### src/rtl/bus_req_arbiter.sv
// Round-robin arbiter granting the shared L2 bus side to one L1 requester per cache block,
// with a per-grant watchdog that forcibly releases a stalled transfer.
module bus_req_arbiter #(
  parameter  int NUM_CPUS         = 8,
  parameter  int BLOCK_SIZE_WORDS = 2,
  parameter  int TIMEOUT          = 25,
  localparam int IDW = $clog2(NUM_CPUS),
  localparam int BIW = (BLOCK_SIZE_WORDS > 1) ? $clog2(BLOCK_SIZE_WORDS) : 1
) (
  input  logic                CLK,
  input  logic                nRST,
  input  logic [NUM_CPUS-1:0] req,
  input  logic                beat,
  output logic [NUM_CPUS-1:0] grant,
  output logic                grant_valid,
  output logic [IDW-1:0]      grant_id,
  output logic [BIW-1:0]      beat_idx,
  output logic                last_beat,
  output logic                timeout_err
);

  localparam int WDW = $clog2(TIMEOUT);
  localparam logic [BIW-1:0] LAST_IDX = BIW'(BLOCK_SIZE_WORDS - 1);
  localparam logic [WDW-1:0] WD_MAX   = WDW'(TIMEOUT - 1);

  typedef enum logic {IDLE, BUSY} state_t;

  state_t                state, state_nxt;
  logic [NUM_CPUS-1:0]   grant_nxt;
  logic                  grant_valid_nxt;
  logic [IDW-1:0]        grant_id_nxt;
  logic [BIW-1:0]        beat_idx_nxt;
  logic [WDW-1:0]        wdog, wdog_nxt;
  logic [IDW-1:0]        rr_ptr, rr_ptr_nxt;
  logic                  timeout_err_nxt;
  logic [IDW-1:0]        pick_base;
  logic                  win_found;
  logic [IDW-1:0]        win_id;
  logic                  release_now;

  // On release the just-finished CPU becomes the pointer, so it gets lowest priority.
  assign pick_base = (state == BUSY) ? grant_id : rr_ptr;

  // Descending scan: the last hit kept is the one nearest after pick_base.
  always_comb begin
    win_found = 1'b0;
    win_id    = '0;
    for (int i = NUM_CPUS; i >= 1; i--) begin
      if (req[(int'(pick_base) + i) % NUM_CPUS]) begin
        win_found = 1'b1;
        win_id    = IDW'((int'(pick_base) + i) % NUM_CPUS);
      end
    end
  end

  always_comb begin
    state_nxt       = state;
    grant_nxt       = grant;
    grant_valid_nxt = grant_valid;
    grant_id_nxt    = grant_id;
    beat_idx_nxt    = beat_idx;
    wdog_nxt        = wdog;
    rr_ptr_nxt      = rr_ptr;
    timeout_err_nxt = 1'b0;
    release_now     = 1'b0;

    case (state)
      IDLE: begin
        if (win_found) begin
          state_nxt       = BUSY;
          grant_nxt       = NUM_CPUS'(1) << win_id;
          grant_valid_nxt = 1'b1;
          grant_id_nxt    = win_id;
          beat_idx_nxt    = '0;
          wdog_nxt        = '0;
        end
      end
      BUSY: begin
        if (beat) begin
          wdog_nxt = '0;
          if (beat_idx == LAST_IDX) release_now = 1'b1;
          else                      beat_idx_nxt = beat_idx + BIW'(1);
        end else if (wdog == WD_MAX) begin
          release_now     = 1'b1;
          timeout_err_nxt = 1'b1;
        end else begin
          wdog_nxt = wdog + WDW'(1);
        end

        if (release_now) begin
          rr_ptr_nxt   = grant_id;
          beat_idx_nxt = '0;
          wdog_nxt     = '0;
          if (win_found) begin
            grant_nxt       = NUM_CPUS'(1) << win_id;
            grant_valid_nxt = 1'b1;
            grant_id_nxt    = win_id;
          end else begin
            state_nxt       = IDLE;
            grant_nxt       = '0;
            grant_valid_nxt = 1'b0;
            grant_id_nxt    = '0;
          end
        end
      end
      default: state_nxt = IDLE;
    endcase
  end

  always_ff @(posedge CLK or negedge nRST) begin
    if (!nRST) begin
      state       <= IDLE;
      grant       <= '0;
      grant_valid <= 1'b0;
      grant_id    <= '0;
      beat_idx    <= '0;
      wdog        <= '0;
      rr_ptr      <= IDW'(NUM_CPUS - 1);
      timeout_err <= 1'b0;
    end else begin
      state       <= state_nxt;
      grant       <= grant_nxt;
      grant_valid <= grant_valid_nxt;
      grant_id    <= grant_id_nxt;
      beat_idx    <= beat_idx_nxt;
      wdog        <= wdog_nxt;
      rr_ptr      <= rr_ptr_nxt;
      timeout_err <= timeout_err_nxt;
    end
  end

  assign last_beat = grant_valid & beat & (beat_idx == LAST_IDX);

endmodule

### config.mk
export PLATFORM = sky130hd
export DESIGN_NAME = bus_req_arbiter
export DESIGN_NICKNAME = d
export VERILOG_FILES = /design/src/rtl/bus_req_arbiter.sv
export SDC_FILE = /design/constraint.sdc
export NUM_CORES = 1
export LEC_CHECK = 0
export BUFFER_PORTS_ARGS = -buffer_cell sky130_fd_sc_hd__buf_4
export CORE_ASPECT_RATIO = 1.1
export CORE_UTILIZATION = 58
export DETAILED_ROUTE_END_ITERATION = 7
export PLACE_DENSITY = 0.85
export SYNTH_ARGS = -nofsm -noshare
export SYNTH_HDL_FRONTEND = slang
export SYNTH_SLANG_ARGS = --single-unit
### constraint.sdc
create_clock -name CLK -period 4.5 [get_ports CLK]
set_clock_uncertainty 0.2 [all_clocks]
set_input_delay 0.45 -clock CLK [delete_from_list [all_inputs] [get_ports CLK]]
set_output_delay 0.45 -clock CLK [all_outputs]
set_load 0.02 [all_outputs]
# After elaboration in Yosys (flattened, before gate mapping)
# Index checks and enable logic that the tools add are counted.
# totals
output_inout_bits,15
wordCells,126
register_bits,23
# classes
add_sub_neg,10
n_eq_ne,5
muxes,71
n_lt_le_gt_ge,8
bitwise,11
reduce_logical,12
shifts,1
# op_table
operator,n
$lt A4 B5 Y1 const B,8
$mux W1,38
$mux W3,12
$bmux W1 S3,8
$mux W8,3
$reduce_or A3 Y1,8
$mux W5,4
$pmux W8 S2,1
$add A3 B3 Y3 const B,4
$pmux W5 S2,1
$and A1 B1 Y1 const A,8
$reduce_and A2 Y1,4
$shl A1 B3 Y8 const A,1
$add A3 B1 Y3 const B,2
$add A3 B2 Y3 const B,2
$pmux W1 S2,3
$pmux W3 S2,1
$add A5 B1 Y5 const B,1
$eq A5 B5 Y1 const B,1
$ne A4 B3 Y1 const B,1
$ne A3 B2 Y1 const B,1
$and A1 B1 Y1,2
$ne A2 B1 Y1 const B,1
$ne A2 B2 Y1 const B,1
other kinds (2),2

# Logic depth before layout (Yosys ltp)
# Gate-level depths: netlist of run 1.
# logic_depth
word_depth,19
mapped_depth,12
mapped_depth_nobuf,9

# Worst setup path after synthesis of run 1
# OpenSTA, ideal clock, no wires.
# synth_timing
kind,flip-flop to flip-flop
startpoint,register grant_id[0]
endpoint,register grant[4]
path_buffers,1
synth_period_minus_slack_ns,3.607
required_ns,4.178
slack_ns,0.893
t_arrival_ns,3.286
path_stages_with_launch,11
setup_ns,0.122
path_cell_list,dfrtp_1 mux2i_4 inv_2 buf_4 ha_1 xnor2_2 mux4_2 or2_4 o31a_1 nor3b_2 a32o_1
# synth_via
elab_chain_len,17
# synth_lines
item,line,text
start: declaration,16,"output logic [IDW-1:0] grant_id,"
start signal: assignment,124,grant_id <= grant_id_nxt;
$mux W3 (*),42,assign pick_base = (state == BUSY) ? grant_id : rr_ptr;
$add A3 B1 Y3,"49, 51",
$bmux W1 S3,49,if (req[(int'(pick_base) + i) % NUM_CPUS]) begin
$mux W1 (not written as such) (2 in series),49,
$mux W3 (8 in series),49,
$shl A1 B3 Y8,"71, 95",
$mux W8,94,if (win_found) begin
$mux W8,90,if (release_now) begin
$pmux W8 S2,67,case (state)
end signal: assignment,122,grant <= grant_nxt;
end: declaration,14,"output logic [NUM_CPUS-1:0] grant,"
# Every way passes the cells marked *; elsewhere a longest branch is shown, timed or not. The select of a mux whose other input is x is not followed.
# A chain may end at the register's enable or synchronous reset.

# Final worst setup path of run 1
# layout_timing
startpoint,register state
endpoint,register grant_id[1]
# layout_via
elab_chain_len,16
# layout_lines
item,line,text
start: declaration,28,"state_t state, state_nxt;"
start signal: assignment,121,state <= state_nxt;
$mux W3,42,
$add A3 B1 Y3,"49, 51",
$bmux W1 S3,49,
$mux W1 (not written as such) (2 in series),49,
$mux W3 or $mux W1 (tied branches) (8 in series),49,
$mux W3,94,
$mux W3,90,
$pmux W3 S2,67,
# Parallel ways exist; a longest one is shown, timed or not. The select of a mux whose other input is x is not followed.

==> results of run 1 <==
==> worst paths after layout <==
| kind | from | end | slack, ns | cells after the start |
|---|---|---|---|---|
| worst max register to register | state | grant_id[1] | 0.52 | 10 |
| worst min register to register | wdog[4] | wdog[4] | 0.29 | 1 |
| max in group asynchronous | nRST | rr_ptr[0] | 3.46 | 2 |
| worst min-delay path | beat | beat_idx | 0.21 | 2 |
| min in group asynchronous | nRST | beat_idx | 0.36 | 2 |
| worst max-delay path | state | grant_id[1] | 0.52 | 10 |
==> what timing repair did <==
item / 4_1_cts / 5_1_grt
hold endpoints to repair: 20 / 0
endpoints found under the setup margin: 0 / 0
hold buffers: 1 / 0
==> cells by family (layout without fill, tap and decap cells) <==
kind of cell,count (synthesis),in the layout
buf+inv,17,42
mux,43,43
flops,23,23
xor+xnor,5,5
compound gates,50,50
simple gates,56,56
fa+ha+maj,4,4
==> final cells by class <==
| class | count | area (um^2) |
|---|---|---|
| fill | 273 | 1050 |
| clock inverter | 1 | 5.00 |
| tap | 48 | 60.1 |
| multi-input combinational | 158 | 1420 |
| inverter | 10 | 37.5 |
| clock buffer | 3 | 22.5 |
| timing repair buffer | 28 | 213 |
| sequential | 23 | 579 |
==> through the flow <==
step / util / hold slack [ns]
detailed placement: 0.678 / 0.157
floorplan: - / -0.0456
global placement: 0.678 / 0.153
CTS: 0.690 / 0.198
finish: 0.690 / 0.206
global route: 0.690 / 0.220
==> layer usage <==
metal	global-route usage	up-vias	part of all wire
met4	0.101	0	0.025
met5	0	-	0
li1	-	835	-
met1	0.384	886	0.44
met3	0.0259	10	0.045
met2	0.442	62	0.49
==> placed cells by master, fill, tap and decap left out, types with 3 or more instances in the layout <==
cell and instances:
ha_1 4, a32o_1 4, o32ai_1 5, nor2_1 12, nand3_1 5, dfrtp_1 20
xnor2_1 3, nand2_1 22, o21ai_0 7, mux2_2 12, dfstp_2 3, o22ai_1 5
a21oi_1 3, mux2i_1 15, o31ai_1 3, mux4_2 11, inv_1 8, buf_4 27
and3_1 3, a22o_1 4, clkbuf_4 3
==> registers in the layout (all words and copies together) (netlist names) <==
name / count
state: 1
grant_id: 3
beat_idx: 1
wdog: 5
timeout_err: 1
rr_ptr: 3
grant: 8
grant_valid: 1
==> where the power goes <==
part | total, mW | leakage, nW | switching, mW | internal, mW
Clock | 0.0935 | 0.0177 | 0.0604 | 0.0331
Combinational | 1.43 | 0.695 | 0.795 | 0.631
Sequential | 0.325 | 0.290 | 0.0574 | 0.268
Total | 1.84 | 1.00 | 0.913 | 0.932
==> reports/qor.yml, run 1 <==
finalWorstSetupSlack_ns: 0.525
min-delay-path-class: "in -> reg"
vdd_ir_drop_max_mv: 0.500
timing.fmax_mhz: 252
status: "finished clean"
timing.setup.tns_ns: 0
worstPathArrival_ns: 4.03
synth.cells.most_frequent: "nand2_1 (22), dfrtp_1 (20), mux2i_1 (15)"
yosys_warnings: 0
synthXorXnorAreaFrac: 0.0247
worst_skew_pair.late_latency_ns: 0.30
timing.slew.headroom: 0.567
power.density_mw_per_mm2: 790
synthMuxAreaShare: 0.310
dieWidth_um: 59.1
ys_top_cells_by_area: "dfrtp_1 (24%), mux4_2 (12%), mux2i_1 (7.2%)"
cp-start-kind: "flop"
cts-root-buf: "clkbuf_4"
flops_latches_synth: 23
die_height_um: 64.8
via_count: 1793
final_period_minus_worst_setup_slack_ns: 3.98
syn-cell-area_mm2: 0.00208
cts_max_path_buffers: 2
yosys.area_share.simple: 0.142
timing.critical_path.fanout_max: 11
globalRouteTotalUtil: 0.276
viasPerCell: 6.62
final-instance-count-excl-fill: 271
worst-endpoint-required_ns: 4.55
cts_setup_buffers: 0
cts_sinks: 23
setup_viol: 0
ys.flop_type: "dfrtp_1"
place.detailed.hpwl_um: 3690
drt_iter0_drc: 158
worstMarginPinSlew_ns: 0.645
worst-setup-path-type: "reg -> reg"
synthesis.nets: 213
most_frequent_cell_after_synthesis: "nand2_1"
first_global_vias: 1658
io_buffers: 25
fp.coreArea_mm2: 0.00339
design.portCount: 26
report.final.slew_viol_count: 0
grt_first_pass_wirelength_um: 8140
layout.cell_area.non_filler_mm2: 0.00233
cts_made_buffers: 3
post-place-cells: 266
synthDominantCellAreaShare: 0.241
grt_antenna_before_repair: 0
placement_rows: 22
cts_tree: "done"
num_antenna_cells: 0
synth.avg_cell_area_um2: 10.5
finalHoldViolations: 0
placed_area_mm2: 0.00230
share_of_flip_flops_with_an_asynchronous_set_or_reset: 1.00
total_leakage_power_nw: 1.00
final_layout_size_suffix_gt1_frac: 0.296
gpl_wtd_cong: 1.02
fraction_of_the_yosys_area_taken_by_sequential_cells: 0.279
clock_input_transition_at_the_sequential_cells_of_the_worst_setup_and_hold_paths_ns: 0.13
drt.antenna.violating_nets: 0
finalWirelength_um: 4760
cap_viol_max_count: 0
cts_max_level: 1
number_of_enable_type_register_cells_in_the_synthesized_netlist: 0
dominant_combinational_cell_family_by_area_after_synthesis: "multiplexers"
area_delta_synth_final_pct: 12.3
total_power_mw: 1.84
adder_and_majority_cell_fraction_of_the_synthesized_area: 0.0241
final_critical_path_share_of_the_clock_period: 0.883
post_synth_num_cell_types: 58
dieArea_mm2: 0.00383
post_synth_inst_count: 198
floorplan.initialDensity: 0.614
yosysTopAreaCell: "dfrtp_1"
synth_compound_area_frac: 0.181
wire_per_inst_um: 17.5
preCtsSetupSlack_ns: 0.565
final_net_count: 239
critPathCaptureType: "flop"
grt_overflow: 0
detailedRoute.firstPassIterationCount: 4
timing.critical_path.max_delay_family: "simple AND/OR/NAND/NOR gates"
critPathSlowestCell: "dfrtp_1"
grt_max_degree: 24
post_cts_resized: 0
drc: 0
critPathMaxStageDelay_ns: 0.71
rsz0062_at_grt: "no"
crit_chain: "mux2i_1, buf_4, inv_2, ha_1, xnor2_2, mux4_2, or2_4, nor4_4, or2_1, a22o_1"
critical_path_buf_inv_count: 2
Power figures use the tool's default switching activity.
==> inputs of run 2 (changes only) <==
--- a/config.mk
+++ b/config.mk
@@ -9,7 +9,8 @@
 export CORE_ASPECT_RATIO = 1.1
 export CORE_UTILIZATION = 58
 export DETAILED_ROUTE_END_ITERATION = 7
-export PLACE_DENSITY = 0.85
+export PLACE_DENSITY = 0.8
+export RECOVER_POWER = 100
 export SYNTH_ARGS = -nofsm -noshare
 export SYNTH_HDL_FRONTEND = slang
 export SYNTH_SLANG_ARGS = --single-unit
==> reports/qor.yml, run 2 (same netlist as run 1, synthesis figures left out) <==
cap_viol_max_count: 0  # unchanged
grt.met2_usage: 0.507  # was 0.442
dieWidth_um: 59.1  # unchanged
drc: 0  # unchanged
clkPwrFrac: 0.051  # about the same
clock_input_transition_at_the_sequential_cells_of_the_worst_setup_and_hold_paths_ns: 0.13  # about the same
detailedRoute.firstPassIterationCount: 6  # was 4
status: "finished clean"  # unchanged
commonest_cells_after_routing_fill_and_taps_aside: "nand2_1 (22), dfrtp_1 (20), clkbuf_1 (16), mux2i_1 (15)"  # was buf_4 (27), nand2_1 (22), dfrtp_1 (20), mux2i_1 (15)
timing.critical_path.fanout_max: 11  # unchanged
timing.fmax_mhz: 240  # was 252 MHz
cts_tree: "done"  # unchanged
critPathSlowestCell: "dfrtp_1"  # unchanged
cts_hold_buf: 1  # unchanged
cts-root-buf: "clkbuf_4"  # unchanged
reg2regPathDepth: 9  # was 10
final_critical_path_share_of_the_clock_period: 0.924  # was 0.883
n_fill_cell: 307  # was 273
drt_iter0_drc: 130  # was 158
timing.critical_path.to: "grant[2]"  # was grant_id[1]
dieArea_mm2: 0.00383  # unchanged
timing.setup.tns_ns: 0  # unchanged
die_height_um: 64.8  # unchanged
switching_share: 0.506  # was 0.495
grt_first_pass_wirelength_um: 8610  # was 8140 um
mostFrequentLayoutCell: "nand2_1"  # was buf_4
cts_max_level: 1  # unchanged
worstPathArrival_ns: 4.13  # was 4.03 ns
timing.slew.headroom: 0.189  # was 0.567
cp-start-kind: "flop"  # unchanged
report.final.slew_viol_count: 0  # unchanged
grt.met1_usage: 0.350  # was 0.384
viasPerCell: 6.81  # was 6.62
worstHoldPathCells: 2  # unchanged
power_report.internal_total_mw: 0.908  # was 0.932 mW
power.density_mw_per_mm2: 806  # was 790 mW/mm^2
total_leakage_power_nw: 0.943  # was 1.00 nW
largest_register_ff_count: 8  # unchanged
vdd_ir_drop_max_mv: 0.488  # was 0.500 mV
grt_max_degree: 24  # unchanged
num_antenna_cells: 0  # unchanged
finalWirelength_um: 5110  # was 4760 um
placement_rows: 22  # unchanged
final_net_count: 240  # was 239
cts_made_buffers: 3  # unchanged
power_switching_mw: 0.930  # was 0.913 mW
final_period_minus_worst_setup_slack_ns: 4.16  # was 3.98 ns
cts_max_path_buffers: 2  # unchanged
cts_sinks: 23  # unchanged
cp_common_cell: "o31ai_1"
largestRegisters: "grant (8), wdog (5)"  # unchanged
critPathCaptureType: "flop"  # unchanged
place.detailed.hpwl_um: 4020  # was 3690 um
pwr-share-seq: 0.177  # was 0.176
post_cts_resized: 0  # unchanged
cp-startpoint: "state"  # unchanged
register_with_the_highest_flop_count: "grant"  # unchanged
worst_skew_pair.late_latency_ns: 0.31  # was 0.30 ns
wire_per_inst_um: 18.8  # was 17.5 um
crit_chain: "mux2i_1, buf_4, ha_1, xnor2_1, mux4_2, o31ai_1, a21boi_0, o31ai_1, o32ai_1"  # was mux2i_1, buf_4, inv_2, ha_1, xnor2_2, mux4_2, or2_4, nor4_4, or2_1, a22o_1
min-delay-start: "beat"  # unchanged
fp.coreArea_mm2: 0.00339  # unchanged
grt_overflow: 0  # unchanged
min-delay-path-class: "in -> reg"  # unchanged
design.portCount: 26  # unchanged
first_global_vias: 1854  # was 1658
crit-reg2reg-capture: "grant[2]"  # was grant_id[1]
io_buffers: 25  # unchanged
final-instance-count-excl-fill: 272  # was 271
combPwrFrac: 0.772  # was 0.773
critPathMaxStageDelay_ns: 0.71  # about the same
reg2reg_slack_ns: 0.34  # was 0.52 ns
via_count: 1852  # was 1793
final_layout_size_suffix_gt1_frac: 0.228  # was 0.296
globalRouteTotalUtil: 0.294  # was 0.276
setup_viol: 0  # unchanged
cts_setup_buffers: 0  # unchanged
floorplan.initialDensity: 0.614  # unchanged
worstMarginPinSlew_ns: 1.22  # was 0.645 ns
top_usage_layer: "met2"  # unchanged
finalHoldViolations: 0  # unchanged
placed_area_mm2: 0.00230  # about the same
grt_antenna_before_repair: 0  # unchanged
layout.cell_area.non_filler_mm2: 0.00228  # was 0.00233 mm^2
area_delta_synth_final_pct: 9.75  # was 12.3%
gpl_wtd_cong: 1.02  # about the same
worst-endpoint-required_ns: 4.47  # was 4.55 ns
worst_r2r_startpoint: "state"  # unchanged
post-place-cells: 267  # was 266
grt_use_met3: 0.0299  # was 0.0259
rsz0062_at_grt: "no"  # unchanged
drt.antenna.violating_nets: 0  # unchanged
worst-setup-path-type: "reg -> reg"  # unchanged
[run 2: through the flow]
stage	total power, mW	hold slack (ns)	setup slack (ns)	util
global placement	1.73	0.147	0.552	0.681
floorplan	1.43	-0.0456	0.893	-
CTS	1.86	0.212	0.404	0.692
detailed placement	1.76	0.154	0.443	0.681
finish	1.84	0.211	0.342	0.674
global route	1.98	0.215	0.0856	0.674
[run 2: worst max-delay path: cells and delay by family (launching register included)]
kind	cells	cell delay (ns)
mux	2	0.86
fa+ha+maj	1	0.23
xor+xnor	1	0.50
buf+inv	1	0.22
flops	1	0.71
compound gates	4	1.30
[run 2: per-layer routing]
metal / share of wire / vias to the layer above
li1: - / 831
met3: 0.054 / 22
met2: 0.51 / 94
met4: 0.039 / 0
met5: 0 / -
met1: 0.39 / 905
[run 2: worst min-delay path by stage]
stage / end / slack [ns]
detailed placement: wdog[1] / 0.15
floorplan: beat_idx / -0.05
global placement: timeout_err / 0.15
CTS: beat_idx / 0.21
finish: beat_idx / 0.21
global route: beat_idx / 0.21
[run 2: power groups by stage]
stage               Combinational, mW  Clock [mW]  Sequential (mW)
finish                           1.42      0.0943            0.325
global route                     1.55       0.102            0.332
CTS                              1.43      0.0951            0.326
detailed placement               1.43           0            0.331
global placement                 1.40           0            0.327
floorplan                        1.08           0            0.355
[run 2: layout make-up]
cell class | count | area, um^2 | share of cell area
flip-flops and latches | 23 | 579 | 0.254
clock inverters | 1 | 5.00 | 0.00219
well taps | 48 | 60.1 | 0.0263
multi-input cells | 158 | 1420 | 0.621
clock buffers | 3 | 22.5 | 0.00987
repair buffers | 29 | 160 | 0.0702
inverters | 10 | 37.5 | 0.0164
==> inputs of run 3 (changes only) <==
--- a/config.mk
+++ b/config.mk
@@ -7,10 +7,11 @@
 export LEC_CHECK = 0
 export BUFFER_PORTS_ARGS = -buffer_cell sky130_fd_sc_hd__buf_4
 export CORE_ASPECT_RATIO = 1.1
-export CORE_UTILIZATION = 58
+export CORE_UTILIZATION = 55
 export DETAILED_ROUTE_END_ITERATION = 7
-export PLACE_DENSITY = 0.8
+export PLACE_DENSITY = 0.76
 export RECOVER_POWER = 100
+export REMOVE_ABC_BUFFERS = 1
 export SYNTH_ARGS = -nofsm -noshare
 export SYNTH_HDL_FRONTEND = slang
 export SYNTH_SLANG_ARGS = --single-unit
==> reports/qor.yml, run 3 (same netlist as run 1, synthesis figures left out) <==
cp-startpoint: "state"  # unchanged
wire_per_inst_um: 18.5  # was 18.8 um
dieWidth_um: 60.6  # was 59.1 um
timing.slew.headroom: 0.200  # was 0.189
final_critical_path_share_of_the_clock_period: 0.925  # was 0.924
timing.critical_path.fanout_max: 11  # unchanged
min-delay-path-class: "in -> reg"  # unchanged
worst_hold_slack_ns: 0.256  # was 0.211 ns
min-delay-start: "beat"  # unchanged
viasPerCell: 6.51  # was 6.81
dieArea_mm2: 0.00403  # was 0.00383 mm^2
report.final.slew_viol_count: 0  # unchanged
setup_viol: 0  # unchanged
cts_max_level: 1  # unchanged
worst-setup-path-type: "reg -> reg"  # unchanged
post_cts_resized: 0  # unchanged
largest_register_ff_count: 8  # unchanged
detailedRoute.firstPassIterationCount: 5  # was 6
clock_input_transition_at_the_sequential_cells_of_the_worst_setup_and_hold_paths_ns: 0.08  # was 0.13 ns
timing.fmax_mhz: 240  # about the same
final_layout_size_suffix_gt1_frac: 0.223  # was 0.228
mostFrequentLayoutCell: "nand2_1"  # unchanged
worstMarginPinSlew_ns: 1.20  # was 1.22 ns
finalWirelength_um: 5070  # was 5110 um
timing.setup.tns_ns: 0  # unchanged
cts_made_buffers: 3  # unchanged
finalCoreUtilization: 0.635  # was 0.674
total_leakage_power_nw: 0.948  # was 0.943 nW
final_period_minus_worst_setup_slack_ns: 4.16  # about the same
grt_max_degree: 24  # unchanged
floorplan.initialDensity: 0.573  # was 0.614
cts_sinks: 23  # unchanged
via_count: 1785  # was 1852
grt_antenna_before_repair: 0  # unchanged
worstPathArrival_ns: 4.07  # was 4.13 ns
cap_viol_max_count: 0  # unchanged
globalRouteTotalUtil: 0.283  # was 0.294
status: "finished clean"  # unchanged
largestRegisters: "grant (8), wdog (5)"  # unchanged
finalHoldViolations: 0  # unchanged
register_with_the_highest_flop_count: "grant"  # unchanged
first_global_vias: 1754  # was 1854
drc: 0  # unchanged
design.portCount: 26  # unchanged
vdd_ir_drop_max_mv: 0.464  # was 0.488 mV
drt.antenna.violating_nets: 0  # unchanged
gpl_wtd_cong: 0.880  # was 1.02
worst_skew_pair.late_latency_ns: 0.26  # was 0.31 ns
fp.coreArea_mm2: 0.00363  # was 0.00339 mm^2
cp-start-kind: "flop"  # unchanged
grt_overflow: 0  # unchanged
power.density_mw_per_mm2: 816  # was 806 mW/mm^2
cts_max_path_buffers: 2  # unchanged
commonest_cells_after_routing_fill_and_taps_aside: "nand2_1 (22), dfrtp_1 (20), clkbuf_1 (17), mux2i_1 (15)"  # was nand2_1 (22), dfrtp_1 (20), clkbuf_1 (16), mux2i_1 (15)
area_delta_synth_final_pct: 10.7  # was 9.75%
io_buffers: 25  # unchanged
critPathCaptureType: "flop"  # unchanged
layout.cell_area.non_filler_mm2: 0.00230  # was 0.00228 mm^2
ff_latch_area_um2: 579  # unchanged
die_height_um: 66.5  # was 64.8 um
placed_area_mm2: 0.00231  # was 0.00230 mm^2
final_net_count: 240  # unchanged
cts-root-buf: "clkbuf_8"  # was clkbuf_4
drt_iter0_drc: 126  # was 130
placement_rows: 23  # was 22
cts_tree: "done"  # unchanged
worst_r2r_startpoint: "state"  # unchanged
multiInputGateArea_mm2: 0.00142  # unchanged
num_antenna_cells: 0  # unchanged
rsz0062_at_grt: "no"  # unchanged
worst-endpoint-required_ns: 4.41  # was 4.47 ns
n_fill_cell: 333  # was 307
grt_first_pass_wirelength_um: 8490  # was 8610 um
place.detailed.hpwl_um: 4080  # was 4020 um
run 3: worst paths after layout:
path,end,slack (ns),cells past startpoint
max in group asynchronous,grant[6],2.63,2
setup reg to reg,grant[2],0.34,9
hold / removal,beat_idx,0.26,2
hold reg to reg,wdog[4],0.29,1
min in group asynchronous,wdog[2],0.75,2
setup / recovery,grant[2],0.34,9
run 3: area by class of cell:
type / count / share of cell area
Sequential cell: 23 / 0.252
Inverter: 10 / 0.0163
Clock buffer: 4 / 0.0196
Timing Repair Buffer: 29 / 0.0696
Multi-Input combinational cell: 158 / 0.616
Tap cell: 50 / 0.0272
run 3: repair_timing:
item / in CTS / in global routing
setup endpoints to repair: 0 / 0
hold buffers: 1 / 0
hold endpoints to repair: 20 / 0
buffers inserted: 0 / 0
run 3: stage by stage:
stage / cells / worst slack [ns] / total power [mW]
after floorplan: 191 / 0.468 / 1.41
after global placement: 269 / 0.520 / 1.74
after detailed placement: 269 / 0.448 / 1.77
after CTS: 274 / 0.427 / 1.90
after global routing: 274 / 0.0599 / 2.03
final: 274 / 0.336 / 1.88
run 3: worst max-delay path, cell delays in order, from the launching register on:
cell	delay, ns
dfrtp_1	0.70
mux2i_1	0.20
buf_4	0.21
ha_1	0.22
xnor2_1	0.52
mux4_2	0.64
o31ai_1	0.31
a21boi_0	0.18
o31ai_1	0.61
o32ai_1	0.20
run 3: power breakdown:
group          internal, mW  switching, mW  leakage, nW
clock network        0.0631         0.0615       0.0228
logic                 0.607          0.823        0.635
registers             0.268         0.0558        0.290
run 3: layer usage:
metal / up-vias / part of all wire / global-route usage
li1: 832 / - / -
met3: 19 / 0.039 / 0.0311
met2: 71 / 0.51 / 0.484
met4: 0 / 0.040 / 0.151
met5: - / 0 / 0
met1: 863 / 0.41 / 0.342
